## config.mk

```make
export PLATFORM = sky130hd
export DESIGN_NAME = brush_overlay_mapper
export DESIGN_NICKNAME = d
export VERILOG_FILES = /design/src/rtl/brush_overlay_mapper.sv
export SDC_FILE = /design/constraint.sdc
export NUM_CORES = 2
export LEC_CHECK = 0
export CAP_MARGIN = 15
export CELL_PAD_IN_SITES_DETAIL_PLACEMENT = 0
export CELL_PAD_IN_SITES_GLOBAL_PLACEMENT = 2
export CORE_MARGIN = 2
export CORE_UTILIZATION = 35
export CTS_BUF_LIST = sky130_fd_sc_hd__clkbuf_4 sky130_fd_sc_hd__clkbuf_8
export CTS_CLUSTER_DIAMETER = 80
export CTS_CLUSTER_SIZE = 8
export DETAILED_ROUTE_END_ITERATION = 16
export PLACE_DENSITY_LB_ADDON = 0.1
export SLEW_MARGIN = 5
export SYNTH_ARGS = -nofsm -noshare
export SYNTH_HDL_FRONTEND = slang
export SYNTH_SLANG_ARGS = --single-unit
```

## constraint.sdc

```tcl
create_clock -name Clk -period 25.9 [get_ports Clk]
set_clock_uncertainty 0.2 [all_clocks]
set_input_delay 2.59 -clock Clk [delete_from_list [all_inputs] [get_ports Clk]]
set_output_delay 2.59 -clock Clk [all_outputs]
set_load 0.02 [all_outputs]
```

## src/rtl/brush_overlay_mapper.sv

```systemverilog
// -----------------------------------------------------------------------------
// brush_overlay_mapper
//   Three-stage pixel colour mapper. It draws up to N_CURSORS brush or cursor
//   shapes over the canvas pixel stream. Its inputs come from the frame-buffer
//   read path, and its outputs drive the VGA DAC.
//
// Pipeline
//   Stage 1: registers the canvas pixel, pixel_valid and per-cursor attributes.
//            It also registers the signed offsets dx/dy from each cursor centre.
//   Stage 2: tests whether each cursor's shape covers the pixel.
//   Stage 3: resolves priority (lowest index wins) and optionally blends 50%.
//            It also registers the outputs.
//
// Ports
//   Clk, Reset            pixel clock; asynchronous active-low reset
//   DrawX, DrawY          current pixel coordinate
//   pixel_valid           high during active video
//   iR, iG, iB            canvas colour at (DrawX, DrawY)
//   VSync                 active-low vertical sync pulse (drives blinking)
//   CurX/CurY/CurS        per-cursor centre and size (channel i in slice i)
//   CurMode               00 circle, 01 square, 10 ring, 11 crosshair
//   CurColor              per-cursor {R,G,B}
//   CurEn, CurBlink       per-cursor enable and blink select
//   VGA_R/G/B, out_valid  composited colour and delayed pixel_valid
//   hit, hit_id           some cursor covers the pixel / winning cursor index
// -----------------------------------------------------------------------------
module brush_overlay_mapper #(
  parameter int N_CURSORS    = 2,
  parameter int COORD_W      = 10,
  parameter int CH_W         = 8,
  parameter int RING_W       = 2,
  parameter int BLINK_FRAMES = 30,
  parameter int BLEND        = 0,
  localparam int HID_W       = (N_CURSORS > 1) ? $clog2(N_CURSORS) : 1
) (
  input  logic                          Clk,
  input  logic                          Reset,
  input  logic [COORD_W-1:0]            DrawX,
  input  logic [COORD_W-1:0]            DrawY,
  input  logic                          pixel_valid,
  input  logic [CH_W-1:0]               iR,
  input  logic [CH_W-1:0]               iG,
  input  logic [CH_W-1:0]               iB,
  input  logic                          VSync,
  input  logic [N_CURSORS*COORD_W-1:0]  CurX,
  input  logic [N_CURSORS*COORD_W-1:0]  CurY,
  input  logic [N_CURSORS*COORD_W-1:0]  CurS,
  input  logic [N_CURSORS*2-1:0]        CurMode,
  input  logic [N_CURSORS*3*CH_W-1:0]   CurColor,
  input  logic [N_CURSORS-1:0]          CurEn,
  input  logic [N_CURSORS-1:0]          CurBlink,
  output logic [CH_W-1:0]               VGA_R,
  output logic [CH_W-1:0]               VGA_G,
  output logic [CH_W-1:0]               VGA_B,
  output logic                          out_valid,
  output logic                          hit,
  output logic [HID_W-1:0]              hit_id
);

  localparam int CNT_W = (BLINK_FRAMES > 1) ? $clog2(BLINK_FRAMES) : 1;
  localparam int D2_W  = 2 * COORD_W + 2;
  localparam int RGB_W = 3 * CH_W;

  // ---------------------------------------------------------------------------
  // Shape test. dx/dy are exact signed differences, so |dx| needs COORD_W+1
  // bits. The squared terms fit in D2_W bits without overflow.
  // ---------------------------------------------------------------------------
  function automatic logic shape_hit(input logic signed [COORD_W:0] dx,
                                     input logic signed [COORD_W:0] dy,
                                     input logic [COORD_W-1:0]       s,
                                     input logic [1:0]               mode);
    logic [COORD_W:0]   adx;
    logic [COORD_W:0]   ady;
    logic [COORD_W:0]   s_ext;
    logic [COORD_W-1:0] inner;
    logic [D2_W-1:0]    d2;
    logic [D2_W-1:0]    s2;
    logic [D2_W-1:0]    r2;
    logic               res;
    adx   = dx[COORD_W] ? $unsigned(-dx) : $unsigned(dx);
    ady   = dy[COORD_W] ? $unsigned(-dy) : $unsigned(dy);
    s_ext = {1'b0, s};
    d2    = D2_W'(adx) * D2_W'(adx) + D2_W'(ady) * D2_W'(ady);
    s2    = D2_W'(s) * D2_W'(s);
    // The inner radius is only meaningful when S >= RING_W; the ring test
    // below ignores r2 otherwise.
    inner = s - COORD_W'(RING_W);
    r2    = D2_W'(inner) * D2_W'(inner);
    case (mode)
      2'b00:   res = (d2 <= s2);
      2'b01:   res = (adx <= s_ext) && (ady <= s_ext);
      2'b10:   res = (d2 <= s2) && ((s < COORD_W'(RING_W)) || (d2 > r2));
      2'b11:   res = ((dx == '0) && (ady <= s_ext)) || ((dy == '0) && (adx <= s_ext));
      default: res = 1'b0;
    endcase
    return res;
  endfunction

  // ---------------------------------------------------------------------------
  // Blink control
  // ---------------------------------------------------------------------------
  logic             vsync_q;
  logic [CNT_W-1:0] frame_cnt_q, frame_cnt_d;
  logic             blink_phase_q, blink_phase_d;

  // Frame counter: advance on each VSync falling edge, toggle phase on wrap.
  always_comb begin
    frame_cnt_d   = frame_cnt_q;
    blink_phase_d = blink_phase_q;
    if (vsync_q && !VSync) begin
      if (frame_cnt_q == CNT_W'(BLINK_FRAMES - 1)) begin
        frame_cnt_d   = '0;
        blink_phase_d = ~blink_phase_q;
      end else begin
        frame_cnt_d   = frame_cnt_q + CNT_W'(1);
        blink_phase_d = blink_phase_q;
      end
    end else begin
      frame_cnt_d   = frame_cnt_q;
      blink_phase_d = blink_phase_q;
    end
  end

  // Blink state registers.
  always_ff @(posedge Clk or negedge Reset) begin
    if (!Reset) begin
      vsync_q       <= 1'b0;
      frame_cnt_q   <= '0;
      blink_phase_q <= 1'b0;
    end else begin
      vsync_q       <= VSync;
      frame_cnt_q   <= frame_cnt_d;
      blink_phase_q <= blink_phase_d;
    end
  end

  // ---------------------------------------------------------------------------
  // Stage 1
  // ---------------------------------------------------------------------------
  logic                     s1_valid_q;
  logic [RGB_W-1:0]         s1_rgb_q;
  logic signed [COORD_W:0]  s1_dx_q [N_CURSORS];
  logic signed [COORD_W:0]  s1_dy_q [N_CURSORS];
  logic signed [COORD_W:0]  s1_dx_d [N_CURSORS];
  logic signed [COORD_W:0]  s1_dy_d [N_CURSORS];
  logic [COORD_W-1:0]       s1_s_q  [N_CURSORS];
  logic [1:0]               s1_mode_q [N_CURSORS];
  logic [RGB_W-1:0]         s1_col_q [N_CURSORS];
  logic [N_CURSORS-1:0]     s1_en_q, s1_en_d;

  // Offsets from each cursor centre and blink-gated enables.
  always_comb begin
    for (int i = 0; i < N_CURSORS; i++) begin
      s1_dx_d[i] = $signed({1'b0, DrawX}) - $signed({1'b0, CurX[i*COORD_W +: COORD_W]});
      s1_dy_d[i] = $signed({1'b0, DrawY}) - $signed({1'b0, CurY[i*COORD_W +: COORD_W]});
    end
    s1_en_d = CurEn & ~(CurBlink & {N_CURSORS{blink_phase_q}});
  end

  // Stage 1 registers: pixel plus per-cursor attributes, sampled together.
  always_ff @(posedge Clk or negedge Reset) begin
    if (!Reset) begin
      s1_valid_q <= 1'b0;
      s1_rgb_q   <= '0;
      s1_en_q    <= '0;
      for (int i = 0; i < N_CURSORS; i++) begin
        s1_dx_q[i]   <= '0;
        s1_dy_q[i]   <= '0;
        s1_s_q[i]    <= '0;
        s1_mode_q[i] <= '0;
        s1_col_q[i]  <= '0;
      end
    end else begin
      s1_valid_q <= pixel_valid;
      s1_rgb_q   <= {iR, iG, iB};
      s1_en_q    <= s1_en_d;
      for (int i = 0; i < N_CURSORS; i++) begin
        s1_dx_q[i]   <= s1_dx_d[i];
        s1_dy_q[i]   <= s1_dy_d[i];
        s1_s_q[i]    <= CurS[i*COORD_W +: COORD_W];
        s1_mode_q[i] <= CurMode[i*2 +: 2];
        s1_col_q[i]  <= CurColor[i*RGB_W +: RGB_W];
      end
    end
  end

  // ---------------------------------------------------------------------------
  // Stage 2
  // ---------------------------------------------------------------------------
  logic                 s2_valid_q;
  logic [RGB_W-1:0]     s2_rgb_q;
  logic [RGB_W-1:0]     s2_col_q [N_CURSORS];
  logic [N_CURSORS-1:0] s2_hit_q, s2_hit_d;

  // Per-channel coverage test.
  always_comb begin
    for (int i = 0; i < N_CURSORS; i++) begin
      s2_hit_d[i] = s1_en_q[i] & shape_hit(s1_dx_q[i], s1_dy_q[i], s1_s_q[i], s1_mode_q[i]);
    end
  end

  // Stage 2 registers.
  always_ff @(posedge Clk or negedge Reset) begin
    if (!Reset) begin
      s2_valid_q <= 1'b0;
      s2_rgb_q   <= '0;
      s2_hit_q   <= '0;
      for (int i = 0; i < N_CURSORS; i++) begin
        s2_col_q[i] <= '0;
      end
    end else begin
      s2_valid_q <= s1_valid_q;
      s2_rgb_q   <= s1_rgb_q;
      s2_hit_q   <= s2_hit_d;
      for (int i = 0; i < N_CURSORS; i++) begin
        s2_col_q[i] <= s1_col_q[i];
      end
    end
  end

  // ---------------------------------------------------------------------------
  // Stage 3
  // ---------------------------------------------------------------------------
  logic             found_s;
  logic [HID_W-1:0] win_id_s;
  logic [RGB_W-1:0] win_col_s;
  logic [RGB_W-1:0] mix_col_s;
  logic [CH_W:0]    sum_s;
  logic [RGB_W-1:0] rgb_d, rgb_q;
  logic             hit_d, hit_q;
  logic [HID_W-1:0] hid_d, hid_q;
  logic             valid_q;

  // Priority resolve (lowest index wins), optional blend and blanking.
  always_comb begin
    found_s   = 1'b0;
    win_id_s  = '0;
    win_col_s = s2_rgb_q;
    mix_col_s = '0;
    sum_s     = '0;
    rgb_d     = '0;
    hit_d     = 1'b0;
    hid_d     = '0;
    for (int i = 0; i < N_CURSORS; i++) begin
      if (s2_hit_q[i] && !found_s) begin
        found_s   = 1'b1;
        win_id_s  = HID_W'(i);
        win_col_s = s2_col_q[i];
      end else begin
        found_s   = found_s;
      end
    end
    // A 9-bit sum keeps the carry; dropping bit 0 halves with truncation.
    for (int c = 0; c < 3; c++) begin
      sum_s = {1'b0, win_col_s[c*CH_W +: CH_W]} + {1'b0, s2_rgb_q[c*CH_W +: CH_W]};
      mix_col_s[c*CH_W +: CH_W] = sum_s[CH_W:1];
    end
    if (!s2_valid_q) begin
      rgb_d = '0;
      hit_d = 1'b0;
      hid_d = '0;
    end else if (found_s) begin
      rgb_d = (BLEND != 0) ? mix_col_s : win_col_s;
      hit_d = 1'b1;
      hid_d = win_id_s;
    end else begin
      rgb_d = s2_rgb_q;
      hit_d = 1'b0;
      hid_d = '0;
    end
  end

  // Output registers.
  always_ff @(posedge Clk or negedge Reset) begin
    if (!Reset) begin
      rgb_q   <= '0;
      hit_q   <= 1'b0;
      hid_q   <= '0;
      valid_q <= 1'b0;
    end else begin
      rgb_q   <= rgb_d;
      hit_q   <= hit_d;
      hid_q   <= hid_d;
      valid_q <= s2_valid_q;
    end
  end

  assign VGA_R     = rgb_q[2*CH_W +: CH_W];
  assign VGA_G     = rgb_q[CH_W +: CH_W];
  assign VGA_B     = rgb_q[0 +: CH_W];
  assign out_valid = valid_q;
  assign hit       = hit_q;
  assign hit_id    = hid_q;

endmodule
```

==> out/results.txt <==
Sink Count: 252
vias in the first global route: 26400
die area: 105000 µm²
CP max stage cell: xor2_1
worst setup path class: reg2reg
total track usage: 18.9%
share of cells above drive strength 1: 3.59%
XOR/XNOR share of the synthesized area: 5.10%
final core utilization: 39.8%
# fillers: 10500
sequential share of the synthesized area: 17.6%
FF/Latch Area: 6310 µm²
clock-pin slew on the worst setup and hold paths: 60 ps
Total Wirelength: 95500 µm
Die Y: 324 µm
largest stage delay on the critical path: 770 ps
slew margin rel.: 31.4%
Initial Utilization: 35.3%
Post-synth EDFFs: 0
critical path peak fanout: 15
min Tclk post-route: 10190 ps
FF-to-FF setup slack: 15710 ps
clk buf depth: 3
Worst Setup Start Kind: register
first-pass GRT wire length: 151000 µm
Hold Crit Class: reg2reg
CP arrival: 10600 ps
RSZ-0062 raised after global routing: no
slew of the pin with the lowest slew margin: 1030 ps
antenna violations before repair: 9
drt drc: 0
count of final hold-check violations: 0
Post-synth ARST share: 100%
die width: 324 µm
max frequency: 0.0982 GHz
drt pass-1 iters: 5
num rows: 117
Num CTS Buffers: 44
mux share of post-synthesis cell area: 0.882%
CTS tree: yes
Tcrit/Tclk final: 39.3%
Unique masters post-synth: 79
num ports: 191
detailed-route vias per instance: 4.58
max-slew violation count: 0
post-synthesis cell area: 35900 µm²
CP endpoint kind: register
prevailing post-synth register cell: dfrtp_1
initial DRC count: 1012
Critical Path RT: 26310 ps
Post-CTS Setup Bufs: 0
WL/cell: 17.6 µm
CTS Hold Bufs: 0
worst skew pair latency: 700 ps
cells after synthesis: 3784
endpoints failing setup: 0
Post-Synth Adder-Cell Area: 47.7%
max_cap viols: 0
synthesized flop and latch total: 252
pin count of the biggest net entering global routing: 76
area grow syn2layout: 12.8%
dpl hpwl: 81900 µm
htree depth: 2
gr ovfl total: 0
post-synthesis compound-gate area fraction: 7.45%
Vias: 24800
number of I/O port buffers: 190
largest family of logic cells by synthesized area: adder cells
Root Buffer Master: clkbuf_8
Core Region: 102000 µm²
gpl congestion: 0.825
number of nets with antenna violations after routing: 0
Nets: 5254
outcome: completed
post-CTS sizing: 0
YS warnings: 0
final setup TNS: 0 ps
Post-Synth Simple-Gate Area: 11.6%
Mean Syn Cell Area: 9.49 µm²
area occupied by multi-input gates: 26200 µm²
-- through the flow --
step	hold slack [ps]	cells	setup WS, ps	area (µm²)
floorplan	131	3810	17200	36000
finish	101	5418	15710	40500
CTS	53.4	5412	15810	40500
global route	107	5415	15040	40500
detailed placement	135	5353	15820	39700
global placement	131	5353	16050	39700
-- placed cells by master, fill, tap and decap left out, drive strengths merged, types with 6 or more instances in the layout --
cell	instances
nor2	319
nand2	236
nand3b	6
nor2b	42
o2111ai	7
and3	10
a211oi	16
fa	518
or3	14
o21a	20
dfrtp	252
and2	52
buf	36
xnor2	117
o41ai	8
a21boi	11
inv	867
ha	541
clkbuf	46
mux2i	26
or2	23
xor2	92
diode	6
clkdlybuf4s50	189
o21bai	12
a21oi	108
clkinv	14
o211ai	7
nand4	22
conb	28
o31ai	19
nor3	52
o21ai	103
a21o	64
nor4	6
nand2b	36
nand3	55
-- worst max-delay path: cells and delay by family, from the launching register on --
kind	cells	cell delay [ps]
AOI/OAI and AO/OA	11	2280
xor gates and xnor gates	1	770
adders and majority gates	10	4380
buffers and inverters	7	990
DFF	1	410
and+or+nand+nor	6	1060
-- flip-flops by register name, indices dropped and copies added (netlist names), 5 cells and up --
register	cells
frame_cnt_q	5
s1_s_q	20
s2_rgb_q	24
s1_col_q	48
s1_dx_q	22
s2_col_q	48
s1_dy_q	22
s1_rgb_q	24
rgb_q	24
-- layout make-up --
class                      count  share of cell area (%)
multi-input combinational   2633                    64.7
sequential                   252                    15.6
inverter                     875                    8.11
timing repair buffer         225                    5.36
tap                         1368                    4.23
clock buffer                  46                    1.53
clock inverter                13                   0.423
antenna                        6                  0.0371
-- synthesized netlist by cell type, drive strengths merged (48+ instances only) --
library cell / n / area (µm²)
o21ai: 103 / 515
nor3: 52 / 265
xor2: 92 / 806
clkbuf: 48 / 180
ha: 541 / 6770
nand3: 55 / 275
inv: 864 / 3240
a21o: 64 / 480
a21oi: 108 / 548
dfrtp: 252 / 6310
nor2: 319 / 1200
fa: 518 / 10400
and2: 52 / 325
xnor2: 117 / 1020
nand2: 236 / 888
-- per-layer routing --
layer,share of wire (%),track usage [%],vias to the layer above,routed length (µm)
li1,-,-,12300,-
met1,45,24.7,12100,42500
met2,50,32.7,291,47500
met3,3.6,2.86,86,3440
met4,2.1,4.39,10,1980
met5,0.072,0,-,69
-- logic make-up (layout without fill, tap and decap cells) --
group | Yosys count | after routing
DFF | 252 | 252
xor gates and xnor gates | 209 | 209
adders and majority gates | 1059 | 1059
and+or+nand+nor | 894 | 894
buffers and inverters | 925 | 1159
other | 2 | 34
AOI/OAI and AO/OA | 412 | 412
muxes | 31 | 31
-- final timing paths --
| check | from | to | depth (start not counted) |
|---|---|---|---|
| worst min-delay path | s1_col_q[44] | s2_col_q[44] | 0 |
| worst max register to register | s1_dy_q[11] | s2_hit_q[0] | 35 |
| max in group asynchronous | Reset | s1_col_q[11] | 3 |
| worst max-delay path | s1_dy_q[11] | s2_hit_q[0] | 35 |
| worst min register to register | s1_col_q[44] | s2_col_q[44] | 0 |
| min in group asynchronous | Reset | frame_cnt_q[1] | 1 |
Power is left out: the tool's default activity adds up to more than one toggle a clock period on the data nets, which glitch-free logic cannot reach.
